### src/rtl/imem_loader_pkg.sv
// Shared constants for the instruction-memory loader: FSM state codes,
// default sizing parameters and byte-lane positions inside a 32-bit word.
package imem_loader_pkg;

  localparam int DEF_MEM_WORDS      = 32;
  localparam int DEF_TIMEOUT_CYCLES = 1000;

  // FSM state codes (plain constants so older tools and checkers can use them)
  typedef logic [2:0] state_t;
  localparam state_t ST_IDLE  = 3'd0;
  localparam state_t ST_COUNT = 3'd1;
  localparam state_t ST_DATA  = 3'd2;
  localparam state_t ST_WRITE = 3'd3;
  localparam state_t ST_CHECK = 3'd4;
  localparam state_t ST_DONE  = 3'd5;
  localparam state_t ST_ERROR = 3'd6;

  // Byte lanes of a little-endian word: the first byte received lands in lane 0
  localparam logic [1:0] LANE_0 = 2'd0;
  localparam logic [1:0] LANE_1 = 2'd1;
  localparam logic [1:0] LANE_2 = 2'd2;
  localparam logic [1:0] LANE_3 = 2'd3;

  // Return word w with byte b placed into the given lane
  function automatic logic [31:0] lane_insert(input logic [31:0] w,
                                              input logic [1:0]  lane,
                                              input logic [7:0]  b);
    logic [31:0] r;
    r = w;
    case (lane)
      LANE_0:  r[7:0]   = b;
      LANE_1:  r[15:8]  = b;
      LANE_2:  r[23:16] = b;
      default: r[31:24] = b;
    endcase
    return r;
  endfunction

endpackage

### src/rtl/imem_loader_byte_timer.sv
// Inter-byte idle timer: counts cycles while enabled, restarts on every kick,
// and saturates at TIMEOUT_CYCLES where it reports expiry.
module byte_timer
  import imem_loader_pkg::*;
#(
  parameter int TIMEOUT_CYCLES = DEF_TIMEOUT_CYCLES
) (
  input  logic clk,
  input  logic reset,
  input  logic enable,
  input  logic kick,
  output logic expired
);

  localparam int CW = $clog2(TIMEOUT_CYCLES + 1);
  localparam logic [CW-1:0] LIMIT = CW'(TIMEOUT_CYCLES);

  logic [CW-1:0] r_cnt;

  // Idle counter: cleared by a kick, counts while enabled, holds at the limit
  always_ff @(posedge clk or negedge reset) begin
    if (!reset) begin
      r_cnt <= '0;
    end else if (kick) begin
      r_cnt <= '0;
    end else if (enable && (r_cnt != LIMIT)) begin
      r_cnt <= r_cnt + 1'b1;
    end
  end

  assign expired = (r_cnt == LIMIT);

endmodule

### src/rtl/imem_loader.sv
// Serial instruction-memory loader. Stream format: one count byte N, then
// 4*N little-endian data bytes, then one XOR checksum byte over the data.
// Handshake: a byte moves on a rising edge where in_valid && in_ready;
// in_valid may be held while in_ready is low and the byte waits.
// The core is held in reset (cpu_reset) from power-up until the first edge,
// and for the whole load; a failed load keeps it held until a new start.
module imem_loader
  import imem_loader_pkg::*;
#(
  parameter int MEM_WORDS      = DEF_MEM_WORDS,
  parameter int TIMEOUT_CYCLES = DEF_TIMEOUT_CYCLES
) (
  input  logic        clk,
  input  logic        reset,
  input  logic        start,
  input  logic        in_valid,
  input  logic [7:0]  in_data,
  output logic        in_ready,
  output logic        mem_we,
  output logic [31:0] mem_addr,
  output logic [31:0] mem_wdata,
  output logic        cpu_reset,
  output logic        busy,
  output logic        done,
  output logic        error,
  output logic [2:0]  dbg_state
);

  state_t      r_state;
  state_t      w_next;
  logic [7:0]  r_n;
  logic [7:0]  r_word_idx;
  logic [1:0]  r_lane;
  logic [31:0] r_word;
  logic [7:0]  r_csum;
  logic [31:0] r_mem_addr;
  logic [31:0] r_mem_wdata;
  logic        r_por;

  logic        w_accept;
  logic        w_start_go;
  logic        w_count_bad;
  logic        w_expired;
  logic        w_more_words;
  logic [31:0] w_word_next;

  assign in_ready     = (r_state == ST_COUNT) || (r_state == ST_DATA) || (r_state == ST_CHECK);
  assign w_accept     = in_valid && in_ready;
  assign w_start_go   = start && ((r_state == ST_IDLE) || (r_state == ST_ERROR));
  assign w_count_bad  = (in_data == 8'd0) || (int'(in_data) > MEM_WORDS);
  assign w_more_words = (r_word_idx + 8'd1) < r_n;
  assign w_word_next  = lane_insert(r_word, r_lane, in_data);

  byte_timer #(
    .TIMEOUT_CYCLES(TIMEOUT_CYCLES)
  ) u_byte_timer (
    .clk    (clk),
    .reset  (reset),
    .enable (in_ready),
    .kick   (w_accept || w_start_go),
    .expired(w_expired)
  );

  // Next-state decision
  always_comb begin
    w_next = r_state;
    case (r_state)
      ST_IDLE:  if (start) w_next = ST_COUNT;
      ST_COUNT: begin
        if (w_accept)       w_next = w_count_bad ? ST_ERROR : ST_DATA;
        else if (w_expired) w_next = ST_ERROR;
      end
      ST_DATA: begin
        if (w_accept) begin
          if (r_lane == LANE_3) w_next = ST_WRITE;
        end else if (w_expired) begin
          w_next = ST_ERROR;
        end
      end
      ST_WRITE: w_next = w_more_words ? ST_DATA : ST_CHECK;
      ST_CHECK: begin
        if (w_accept)       w_next = (in_data == r_csum) ? ST_DONE : ST_ERROR;
        else if (w_expired) w_next = ST_ERROR;
      end
      ST_DONE:  w_next = ST_IDLE;
      ST_ERROR: if (start) w_next = ST_COUNT;
      default:  w_next = ST_IDLE;
    endcase
  end

  // State register, word assembly, checksum and write-port registers
  always_ff @(posedge clk or negedge reset) begin
    if (!reset) begin
      r_state     <= ST_IDLE;
      r_n         <= '0;
      r_word_idx  <= '0;
      r_lane      <= LANE_0;
      r_word      <= '0;
      r_csum      <= '0;
      r_mem_addr  <= '0;
      r_mem_wdata <= '0;
      r_por       <= 1'b1;
    end else begin
      r_state <= w_next;
      r_por   <= 1'b0;
      if (w_start_go) begin
        r_n        <= '0;
        r_word_idx <= '0;
        r_lane     <= LANE_0;
        r_word     <= '0;
        r_csum     <= '0;
      end
      if (w_accept && (r_state == ST_COUNT)) begin
        r_n <= in_data;
      end
      if (w_accept && (r_state == ST_DATA)) begin
        r_csum <= r_csum ^ in_data;
        r_word <= w_word_next;
        r_lane <= r_lane + 2'd1;
        if (r_lane == LANE_3) begin
          r_mem_addr  <= {22'd0, r_word_idx, 2'b00};
          r_mem_wdata <= w_word_next;
        end
      end
      if (r_state == ST_WRITE) begin
        r_word_idx <= r_word_idx + 8'd1;
      end
    end
  end

  assign mem_we    = (r_state == ST_WRITE);
  assign mem_addr  = r_mem_addr;
  assign mem_wdata = r_mem_wdata;
  assign busy      = (r_state == ST_COUNT) || (r_state == ST_DATA) ||
                     (r_state == ST_WRITE) || (r_state == ST_CHECK);
  assign done      = (r_state == ST_DONE);
  assign error     = (r_state == ST_ERROR);
  assign cpu_reset = r_por || busy || error;
  assign dbg_state = r_state;

endmodule
### config.mk
export PLATFORM = sky130hd
export DESIGN_NAME = imem_loader
export DESIGN_NICKNAME = d
export VERILOG_FILES = /design/src/rtl/imem_loader_pkg.sv /design/src/rtl/imem_loader_byte_timer.sv /design/src/rtl/imem_loader.sv
export SDC_FILE = /design/constraint.sdc
export NUM_CORES = 1
export LEC_CHECK = 0
export BUFFER_PORTS_ARGS = -buffer_cell sky130_fd_sc_hd__buf_4
export CELL_PAD_IN_SITES_DETAIL_PLACEMENT = 0
export CELL_PAD_IN_SITES_GLOBAL_PLACEMENT = 1
export CORE_MARGIN = 2
export CORE_UTILIZATION = 47
export CTS_CLUSTER_DIAMETER = 40
export DETAILED_ROUTE_END_ITERATION = 16
export HOLD_SLACK_MARGIN = 0.02
export PLACE_DENSITY_LB_ADDON = 0.1
export SLEW_MARGIN = 20
export SYNTH_ARGS = -nofsm -noshare
export SYNTH_HDL_FRONTEND = slang
export SYNTH_SLANG_ARGS = --single-unit
### constraint.sdc
create_clock -name clk -period 3.8 [get_ports clk]
set_input_delay 0.19 -clock clk [delete_from_list [all_inputs] [get_ports clk]]
set_output_delay 0.19 -clock clk [all_outputs]
set_load 0.005 [all_outputs]
After elaboration in Yosys (flattened, before gate mapping)
Cells that the tools add are included.
{"block": "totals", "ff_bits": 112, "latchBits": 0, "ramBits": 0, "mem_bits_ro": 0, "input_bits": 12, "out_inout_bits": 73, "wordCells": 79, "n_memories": 0}
{"block": "classes", "addsub": 3, "n_mul": 0, "div": 0, "order_cmp": 2, "eq_ne": 14, "shifts": 0, "muxes": 24, "bitwise_logic": 1, "reduce_logical": 25}
{"op": "$mux 32", "n": 2}
{"op": "$mux 8", "n": 8}
{"op": "$mux 3", "n": 8}
{"op": "$mux 10", "n": 2}
{"op": "$pmux 3 s5", "n": 1}
{"op": "$add 10x1->10 const B", "n": 1}
{"op": "$eq 10x10->1 const B", "n": 1}
{"op": "$ne 10x10->1 const B", "n": 1}
{"op": "$eq 3x3->1 const B", "n": 3}
{"op": "$logic_or 1x1->1", "n": 9}
{"op": "$add 8x1->8 const B", "n": 1}
{"op": "$eq 8x8->1", "n": 1}
{"op": "$gt 8x6->1 const B", "n": 1}
{"op": "$logic_not 8->1", "n": 1}
{"op": "$lt 8x8->1", "n": 1}
{"op": "$reduce_bool 2->1", "n": 4}
{"op": "$xor 8x8->8", "n": 1}
{"op": "$eq 3x2->1 const B", "n": 2}
{"op": "$mux 2", "n": 3}
{"op": "$logic_and 1x1->1", "n": 5}
{"op": "$eq 2x2->1 const B", "n": 2}
{"op": "$reduce_and 2->1", "n": 2}
{"op": "$eq 3x1->1 const B", "n": 1}
{"op": "$logic_not 3->1", "n": 1}
{"op": "other kinds (7)", "n": 7}

Longest topological paths before layout
Gate-level depths: netlist of the first run.
{"block": "logic_depth", "depth_word": 6, "ltp_mapped": 10, "depth_no_buf": 10}

Modules after synthesis
A second synthesis of the first run with hierarchy kept.
{"block": "hier_totals", "cells_unflattened": 549, "hier_area_um2": 5332.6}
{"module": "imem_loader", "instances": 1, "cells_per_inst": 483, "area_each_um2": 4713.3, "seq_area_each_um2": 2353.5}
{"module": "byte_timer", "instances": 1, "cells_per_inst": 66, "area_each_um2": 619.3, "seq_area_each_um2": 250.2}

Worst setup path before layout of the first run
Ideal clock, no wire load.
{"block": "synth_path", "path_type": "register to register", "from": "reg r_word_idx[0]", "to": "reg r_state[2] (netlist: dbg_state[2])", "setup_ns": 0.131, "arrival_ns": 2.228, "required_ns": 3.669, "slack_ns": 1.441, "path_stages_with_launch": 9, "path_buffers": 0, "period_less_slack_ns": 2.359, "path_cell_list": "dfrtp_1 ha_1 xor2_1 ha_1 a211o_1 a31o_2 a211oi_2 nor2_1 or3_1"}
{"block": "synth_via", "elab_chain_len": 4}
{"element": "start, declared", "line": "imem_loader.sv:32", "text": "logic [7:0] r_word_idx;"}
{"element": "start signal, assigned", "line": "imem_loader.sv:126", "text": "r_word_idx <= r_word_idx + 8'd1;"}
{"element": "$add 8x1->8", "line": "imem_loader.sv:51", "text": "assign w_more_words = (r_word_idx + 8'd1) < r_n;"}
{"element": "$lt 8x8->1", "line": "imem_loader.sv:51"}
{"element": "$mux 3", "line": "imem_loader.sv:80", "text": "ST_WRITE: w_next = w_more_words ? ST_DATA : ST_CHECK;"}
{"element": "$pmux 3 s5", "line": "imem_loader.sv:67", "text": "case (r_state)"}
{"element": "end signal, assigned", "line": "imem_loader.sv:104", "text": "r_state <= w_next;"}
{"element": "end, declared", "line": "imem_loader.sv:29", "text": "state_t r_state;"}
No other way between the ends.
A chain may end at the register's enable or synchronous reset.

Final worst setup path of the first run
Ends and elaborated chain as after synthesis.

==> run metrics, run 1 <==
total die area ~12000 µm²; number of synthesized flops with an enable pin 0; Cell Chain, Critical Path ha_1 > xor2_1 > ha_1 > a211o_1 > a31o_2 > a211oi_2 > nor2_1 > or3_1; largest net degree at the start of global routing 65; final setup margin 1310 ps; vias in the first global route 3645; Core Rows 38; # setup viols final 0; top cells by count, synth dfrtp_1, nand2_1, o21ai_0; Peak VDD IR 0.000329 V; Ys Warns 0; Final HPWL DP 7510 µm; Hold Path Class in -> reg; antenna diode count 0; Yosys top cell area share 0.492; CP most frequent cell ha_1; Worst slew margin 0.540; boundary pin count 85; initial DRC count 222; fin nets 598; drc violations 0; Via density 5.28; routability congestion estimate 0.801; Slowest cell on crit path dfrtp_1; setup TNS 0 ps; Initial Utilization 0.484; CTS tree yes; Worst Setup Start Kind flip-flop; Root Driver clkbuf_8; Remaining Overflow, GRT 0; ranking of synthesized cells by area dfrtp_1, nand2_1, a22o_1; Crit. End Element flip-flop; register bit total from synthesis 104; port bufs 60; Avg Synthesized Cell Area 9.85 µm²; Die Y between 100 and 150 µm; CTS buffer count 9; most numerous cell in the Yosys netlist dfrtp_1; first-pass GRT wire length 18700 µm; final WL 11300 µm; htree depth 3; Worst Path Required roughly 4100 ps; core area between 10000 and 15000 µm²; async set or reset register ratio after synthesis 1.00; final instance count without filler cells 717; Die X roughly 110 µm; arrival time worst endpoint 2760 ps; outcome completed; unrepaired setup endpoints after global routing false; crit-path max FO 7; area leader, netlist dfrtp_1; post-synthesis sequential area ratio 0.497; kind of critical path reg -> reg; total number of vias 3789; worst skew pair latency 380 ps; initial antenna violation count 0; Final Hold Fails 0; pwr/cell area 613 nW/µm²; placed insts 700; fmax between 0.4 and 0.5 GHz; clock buffer depth 2; area grow syn2layout 11.0%; Final Cycle Share 0.656; mapped cell area 5240 µm²; setup bufs post-CTS 0; Worst-Margin Slew 690 ps; post-synth cell types 53; pins over their slew limit 0; Final min period roughly 2500 ps; ys flop type dfrtp_1; Placement Setup Slack 1300 ps; Final Skew 13.3 ps; wire per inst roughly 16 µm; share of post-route cells with drive strength above 1 0.154; number of iterations in the first detailed-routing pass 4; register clock-pin slew on the reported worst setup and hold paths 110 ps; Final ANT Viol Nets 0; Core Util, Final 0.537; Leak 0.00288 µW; clk sinks around 100; Max stage delay on crit path about 450 ps; cts repair resizes 0; max-cap viol count 0; Mapped Cells 532; Total GRT Usage 0.205
final timing paths:
path | start | slack [ps] | end | cells past startpoint
min reg2reg | mem_addr[6] | 490 | mem_addr[6] | 2
max in group asynchronous | reset | 2640 | r_por | 3
max | r_word_idx[0] | 1310 | dbg_state[2] | 8
min in group asynchronous | reset | 290 | u_byte_timer.r_cnt[3] | 2
max reg2reg | r_word_idx[0] | 1310 | dbg_state[2] | 8
min | in_data[2] | 120 | mem_wdata[26] | 3
state kept, by name, indices dropped and copies added, names as in the netlist:
register,count
mem_wdata,32
r_word,24
u_byte_timer.r_cnt,10
mem_addr,8
r_csum,8
r_n,8
r_word_idx,8
dbg_state,3
r_lane,2
r_por,1
routing by layer:
metal	GRT usage	wire, µm	vias up
li1	-	-	1847
met1	0.278	5350	1834
met2	0.323	5260	95
met3	0.0545	530	13
met4	0.0651	191	0
met5	0	0	-
kinds of logic after synthesis:
family	count (synthesis)	share of synthesized area
adder cells (fa/ha/maj)	14	0.0334
buffers and inverters	75	0.0811
other	1	0.000715
AO/OA/AOI/OAI	118	0.153
flip-flops	104	0.497
AND/OR/NAND/NOR	174	0.153
multiplexers	25	0.0477
XOR/XNOR	21	0.0351
critical path: cells and delay by family (launching register included):
| kind | cells | cell delay (ps) |
|---|---|---|
| AOI/OAI and AO/OA | 3 | 770 |
| xor gates and xnor gates | 1 | 180 |
| adders and majority gates | 2 | 580 |
| DFF | 1 | 450 |
| and+or+nand+nor | 2 | 420 |
what timing repair did:
action                                 CTS  global route
setup endpoints to repair                0             0
endpoints found under the hold margin   29             0
hold buffers                             1             0
metrics by stage:
stage                     hold WS, ps  total power [µW]  instance area, µm²
final                             115              3570                5820
after global routing              114              3860                5820
after CTS                         103              3610                5820
after detailed placement          165              2920                5620
after global placement            155              2880                5620
after floorplan                  -106              2510                5330
cells in the final DEF (no fill, tap or decap), types with 3 or more instances in the layout:
| master | instances |
|---|---|
| clkbuf_8 | 9 |
| o21bai_1 | 3 |
| nand3_1 | 6 |
| nand4_1 | 5 |
| or3_1 | 4 |
| nand2b_1 | 12 |
| nor3_1 | 3 |
| buf_4 | 63 |
| nand2_1 | 90 |
| a22o_1 | 36 |
| inv_1 | 16 |
| xor2_1 | 7 |
| nor2_1 | 31 |
| ha_1 | 14 |
| a21oi_1 | 7 |
| and3_1 | 7 |
| conb_1 | 25 |
| inv_6 | 3 |
| xnor2_1 | 14 |
| mux2i_1 | 25 |
| o21ai_0 | 52 |
| dfrtp_1 | 103 |
layout make-up:
type / count / area [µm²]
sequential: 104 / 2600
inverter: 16 / 60.1
clock buffer: 9 / 124
fill: 1010 / 5020
multi-input combinational: 377 / 2310
tap: 140 / 175
timing repair buffer: 64 / 483
clock inverter: 7 / 63.8
report_power, final:
part           internal [µW]  switching, µW
sequential              1370            240
combinational            631            664
clock                    251            416
total                   2250           1320
Note: power is estimated with default switching activity, not from simulation.
==> inputs of run 2 (changes only) <==
CORE_UTILIZATION = 43   (was 47)
clock period = 2.32 ns   (was 3.8 ns; I/O delays follow)
==> run 2 against run 1 <==
Wire length grew 4.2%. Total power grew 80%. Global-route usage shrank 1.3 points. Highest routed layer unchanged. Worst hold slack lost 31 ps. Sequential share of layout area shrank 2.0 points. Count of clock-buffer cells in the layout grew 3. Die area grew 9.0%. Utilization shrank 2.7 points. Clock skew shrank 2.4 ps.
==> run metrics, run 2 (same netlist as run 1, synthesis figures left out) <==
Initial Utilization 0.438 (was 0.484); # setup viols final 0 (unchanged); reg2reg end dbg_state[2] (unchanged); final instance count without filler cells 744 (was 717); share of post-route cells with drive strength above 1 0.189 (was 0.154); Power Total 6420 µW (was 3570 µW); number of iterations in the first detailed-routing pass 4 (unchanged); commonest non-fill, non-tap cell in the layout dfrtp_1 (unchanged); final WL 11800 µm (was 11300 µm); initial antenna violation count 0 (unchanged); clk sinks 104 (unchanged); htree depth 3 (unchanged); worst reg-to-reg path cell count 8 (unchanged); Core Rows 40 (was 38); boundary pin count 85 (unchanged); Die Y 114 µm (was 110 µm); register clock-pin slew on the reported worst setup and hold paths 70 ps (was 110 ps); Via density 5.15 (was 5.28); first-pass GRT wire length 19700 µm (was 18700 µm); pwr/cell area 1050 nW/µm² (was 613 nW/µm²); kind of critical path reg -> reg (unchanged); Worst Path Required 2550 ps (was 4070 ps); hold depth 3 (unchanged); Final Cycle Share 0.994 (was 0.656); placed insts 726 (was 700); unrepaired setup endpoints after global routing true (was false); drc violations 0 (unchanged); Remaining Overflow, GRT 0 (unchanged); antenna diode count 0 (unchanged); largest net degree at the start of global routing 57 (was 65); Final Skew 10.9 ps (was 13.3 ps); dpl cell area 5770 µm² (was 5620 µm²); vias in the first global route 3787 (was 3645); arrival time worst endpoint 2530 ps (was 2760 ps); most frequent cells in the layout dfrtp_1, nand2_1, buf_4 (unchanged); Leak 0.00301 µW (was 0.00288 µW); Core Util, Final 0.510 (was 0.537); CTS buffer count 9 (unchanged); Final Hold Fails 0 (unchanged); initial DRC count 190 (was 222); Crit. End Element flip-flop (unchanged); CP Launch Point r_word_idx[0] (unchanged); clock buffer depth 2 (unchanged); Die X 114 µm (was 110 µm); Worst Setup Start Kind flip-flop (unchanged); outcome completed (unchanged); total number of vias 3833 (was 3789); Root Driver clkbuf_16 (was clkbuf_8); pins over their slew limit 0 (unchanged); fmax 0.434 GHz (was 0.401 GHz); Final ANT Viol Nets 0 (unchanged); CTS tree yes (unchanged); Hold Path Class in -> reg (unchanged); Worst-Margin Slew 804 ps (was 690 ps); port bufs 60 (unchanged); smallest hold slack 84.7 ps (was 115 ps); Worst R2R Start r_word_idx[0] (unchanged); wire per inst 15.9 µm (was 15.8 µm); Worst Hold Launch in_data[2] (unchanged); area grow syn2layout 16.3% (was 11.0%); Final min period 2300 ps (was 2490 ps); total die area 13100 µm² (was 12000 µm²); crit-path max FO 3 (was 7); worst skew pair latency 350 ps (was 380 ps); final instance area 6100 µm² (was 5820 µm²); Hold EP mem_wdata[26] (unchanged); max-cap viol count 0 (unchanged); core area 12000 µm² (was 10800 µm²); Reg2Reg Setup Slack 20 ps (was 1310 ps); Worst slew margin 0.458 (was 0.540); number of flip-flops under the largest register name 32 (unchanged); Final HPWL DP 7850 µm (was 7510 µm); fin nets 618 (was 598); routability congestion estimate 0.826 (was 0.801); Total GRT Usage 0.193 (was 0.205); Peak VDD IR 0.000642 V (was 0.000329 V)
run 2: worst max-delay path by stage:
stage / slack (ps) / cells after the start / endpoint
finish: 20 / 8 / dbg_state[2]
CTS: 0.2 / 10 / dbg_state[2]
global placement: -20 / 8 / dbg_state[2]
global route: -120 / 8 / dbg_state[2]
detailed placement: -70 / 8 / dbg_state[2]
floorplan: 1 / 8 / dbg_state[2]
run 2: where the power goes:
group	internal [µW]	switching, µW
Sequential	2240	288
Clock	802	692
Combinational	1170	1220
Total	4220	2200
run 2: per-stage QoR:
step                      TNS [ps]  setup slack [ps]
after CTS                        0             0.197
after global routing          -129              -123
after floorplan                  0              1.27
after global placement       -17.7             -17.7
final                            0              15.1
after detailed placement     -69.6             -69.6
run 2: cell type report:
| class | instances | area [µm²] |
|---|---|---|
| multi-input cells | 377 | 2330 |
| repair buffers | 84 | 633 |
| well taps | 147 | 184 |
| clock inverters | 4 | 33.8 |
| clock buffers | 12 | 256 |
| fillers | 1128 | 5860 |
| inverters | 16 | 60.1 |
| flip-flops and latches | 104 | 2600 |
run 2: what timing repair did:
action	4_1_cts	5_1_grt
hold buffers	1	0
buffers inserted	1	0
endpoints found under the setup margin	1	2
endpoints found under the hold margin	52	0
resized for setup	1	3
cloned	0	0
pin swaps	5	2
run 2: layer usage:
metal,up-vias,track usage,share of wire
met5,-,0,0
met4,0,0.0488,0.011
met3,8,0.0492,0.045
met2,73,0.305,0.48
met1,1873,0.266,0.46
li1,1879,-,-
run 2: critical path: stages (launching register included):
cell and delay [ps]:
dfrtp_1 410, ha_2 230, xor2_1 170, ha_1 300, a211o_1 290, a31o_2 220, a211oi_2 210, nor2_1 50
or3_1 310
==> inputs of run 3 (changes only) <==
CORE_UTILIZATION = 40   (was 43)
GPL_TIMING_DRIVEN = 0   (was not set)
==> run 3 against run 2 <==
The run now ends with negative setup slack left. Clock power is 7% lower. Sequential power hardly changed. Combinational power is 8% higher. Critical path depth stayed put. Wire length is 3.7% higher. Via count is 4.4% higher. Largest power group is now combinational logic.
==> run metrics, run 3 (same netlist as run 1, synthesis figures left out) <==
fmax 0.418 GHz (was 0.434 GHz); number of iterations in the first detailed-routing pass 5 (was 4); Final min period 2390 ps (was 2300 ps); number of flip-flops under the largest register name 32 (unchanged); port bufs 60 (unchanged); total die area 14000 µm² (was 13100 µm²); initial antenna violation count 0 (unchanged); Final Cycle Share 1.03 (was 0.994); Worst slew margin 0.370 (was 0.458); commonest non-fill, non-tap cell in the layout dfrtp_1 (unchanged); Net Switching 2260 µW (was 2200 µW); Worst-Margin Slew 945 ps (was 804 ps); Peak VDD IR 0.000607 V (was 0.000642 V); Via density 4.93 (was 5.15); final WL 12200 µm (was 11800 µm); crit-path max FO 4 (was 3); Crit. End Element flip-flop (unchanged); Leak 0.00315 µW (was 0.00301 µW); Pint 4230 µW (was 4220 µW); Final HPWL DP 8310 µm (was 7850 µm); share of post-route cells with drive strength above 1 0.213 (was 0.189); routability congestion estimate 0.868 (was 0.826); dpl cell area 6000 µm² (was 5770 µm²); CTS buffer count 9 (unchanged); final instance count without filler cells 811 (was 744); Initial Utilization 0.412 (was 0.438); fill count 1222 (was 1128); arrival time worst endpoint 2610 ps (was 2530 ps); largest net degree at the start of global routing 105 (was 57); first-pass GRT wire length 20300 µm (was 19700 µm); Final Hold Fails 0 (unchanged); failing checks negative setup slack; clk sinks 104 (unchanged); Clock Power Share 0.215 (was 0.233); Worst Setup Start Kind flip-flop (unchanged); sequential power share 0.390 (was 0.394); # setup viols final 1 (was 0); kind of critical path reg -> reg (unchanged); Worst Path Required 2540 ps (was 2550 ps); Final Skew 9.42 ps (was 10.9 ps); initial DRC count 228 (was 190); drc violations 0 (unchanged); Die X 118 µm (was 114 µm); pins over their slew limit 0 (unchanged); Sw Ratio 0.348 (was 0.343); clock buffer depth 2 (unchanged); outcome complete, but fails checks (was completed); placed insts 788 (was 726); core area 12700 µm² (was 12000 µm²); final setup margin -69.7 ps (was 15.1 ps); area grow syn2layout 22.1% (was 16.3%); antenna diode count 0 (unchanged); pwr/cell area 1010 nW/µm² (was 1050 nW/µm²); unrepaired setup endpoints after global routing true (unchanged); register clock-pin slew on the reported worst setup and hold paths 70 ps (about the same); max-cap viol count 0 (unchanged); total number of vias 4000 (was 3833); Total GRT Usage 0.184 (was 0.193); final instance area 6400 µm² (was 6100 µm²); Hold Path Class in -> reg (unchanged); Final ANT Viol Nets 0 (unchanged); wire per inst 15.1 µm (was 15.9 µm); setup TNS -69.7 ps (was 0 ps); Comb pwr share 0.395 (was 0.373); Die Y 118 µm (was 114 µm); htree depth 3 (unchanged); Remaining Overflow, GRT 0 (unchanged); vias in the first global route 3987 (was 3787); Root Driver clkbuf_16 (unchanged); CTS tree yes (unchanged); boundary pin count 85 (unchanged); worst skew pair latency 350 ps (about the same); fin nets 661 (was 618); most frequent cells in the layout dfrtp_1, buf_4, nand2_1 (was dfrtp_1, nand2_1, buf_4); Core Rows 41 (was 40)
==> run 3: final timing paths <==
path	startpoint	to	slack (ps)	cells after the start
max in group asynchronous	reset	r_word_idx[0]	1210	2
worst min-delay path	in_data[4]	r_csum[4]	90	3
worst max register to register	r_word_idx[1]	dbg_state[2]	-70	8
worst max-delay path	r_word_idx[1]	dbg_state[2]	-70	8
worst min register to register	mem_addr[3]	mem_addr[3]	470	2
min in group asynchronous	reset	u_byte_timer.r_cnt[7]	460	2
==> run 3: metal layers <==
layer,GRT usage,vias to the layer above,part of all wire
met2,0.290,84,0.47
met3,0.0569,7,0.045
met5,0,-,0
met1,0.246,1929,0.48
li1,-,1980,-
met4,0.0461,0,0.0068
==> run 3: through the flow <==
step	hold WS [ps]	utilization	power (µW)	setup slack [ps]
floorplan	-180	-	4120	1.27
global placement	437	0.472	4880	-238
detailed placement	311	0.472	4930	-245
CTS	69.8	0.501	6510	-63.8
global route	79.5	0.503	6990	-147
finish	89.3	0.503	6490	-69.7
==> run 3: power by group through the flow <==
stage,sequential (µW),clock [µW],combinational (µW)
after global routing,2590,1520,2880
after detailed placement,2550,0,2380
after global placement,2540,0,2340
after CTS,2530,1450,2530
after floorplan,2500,0,1620
final,2530,1390,2570
==> run 3: layout make-up <==
type                            instances  area (µm²)  area share
Clock inverter                          4        31.3     0.00488
Timing Repair Buffer                   69         524      0.0819
Inverter                               16        60.1     0.00938
Buffer                                 58         362      0.0565
Clock buffer                           11         233      0.0363
Tap cell                              172         215      0.0336
Sequential cell                       104        2610       0.407
Multi-Input combinational cell        377        2370       0.370
==> run 3: critical path: stages (launching register included) <==
cell	delay (ps)
dfrtp_2	440
ha_4	180
xor2_1	160
ha_1	340
a211o_1	280
a31o_4	220
a211oi_4	260
nor2_1	60
or3_1	310
==> run 3: timing repair <==
action                                  CTS  global route
resized for setup                         8             5
pin swaps                                 7             6
endpoints found under the setup margin    1             2
hold endpoints to repair                103             0
hold buffers                              1             0
buffers inserted                          7             1
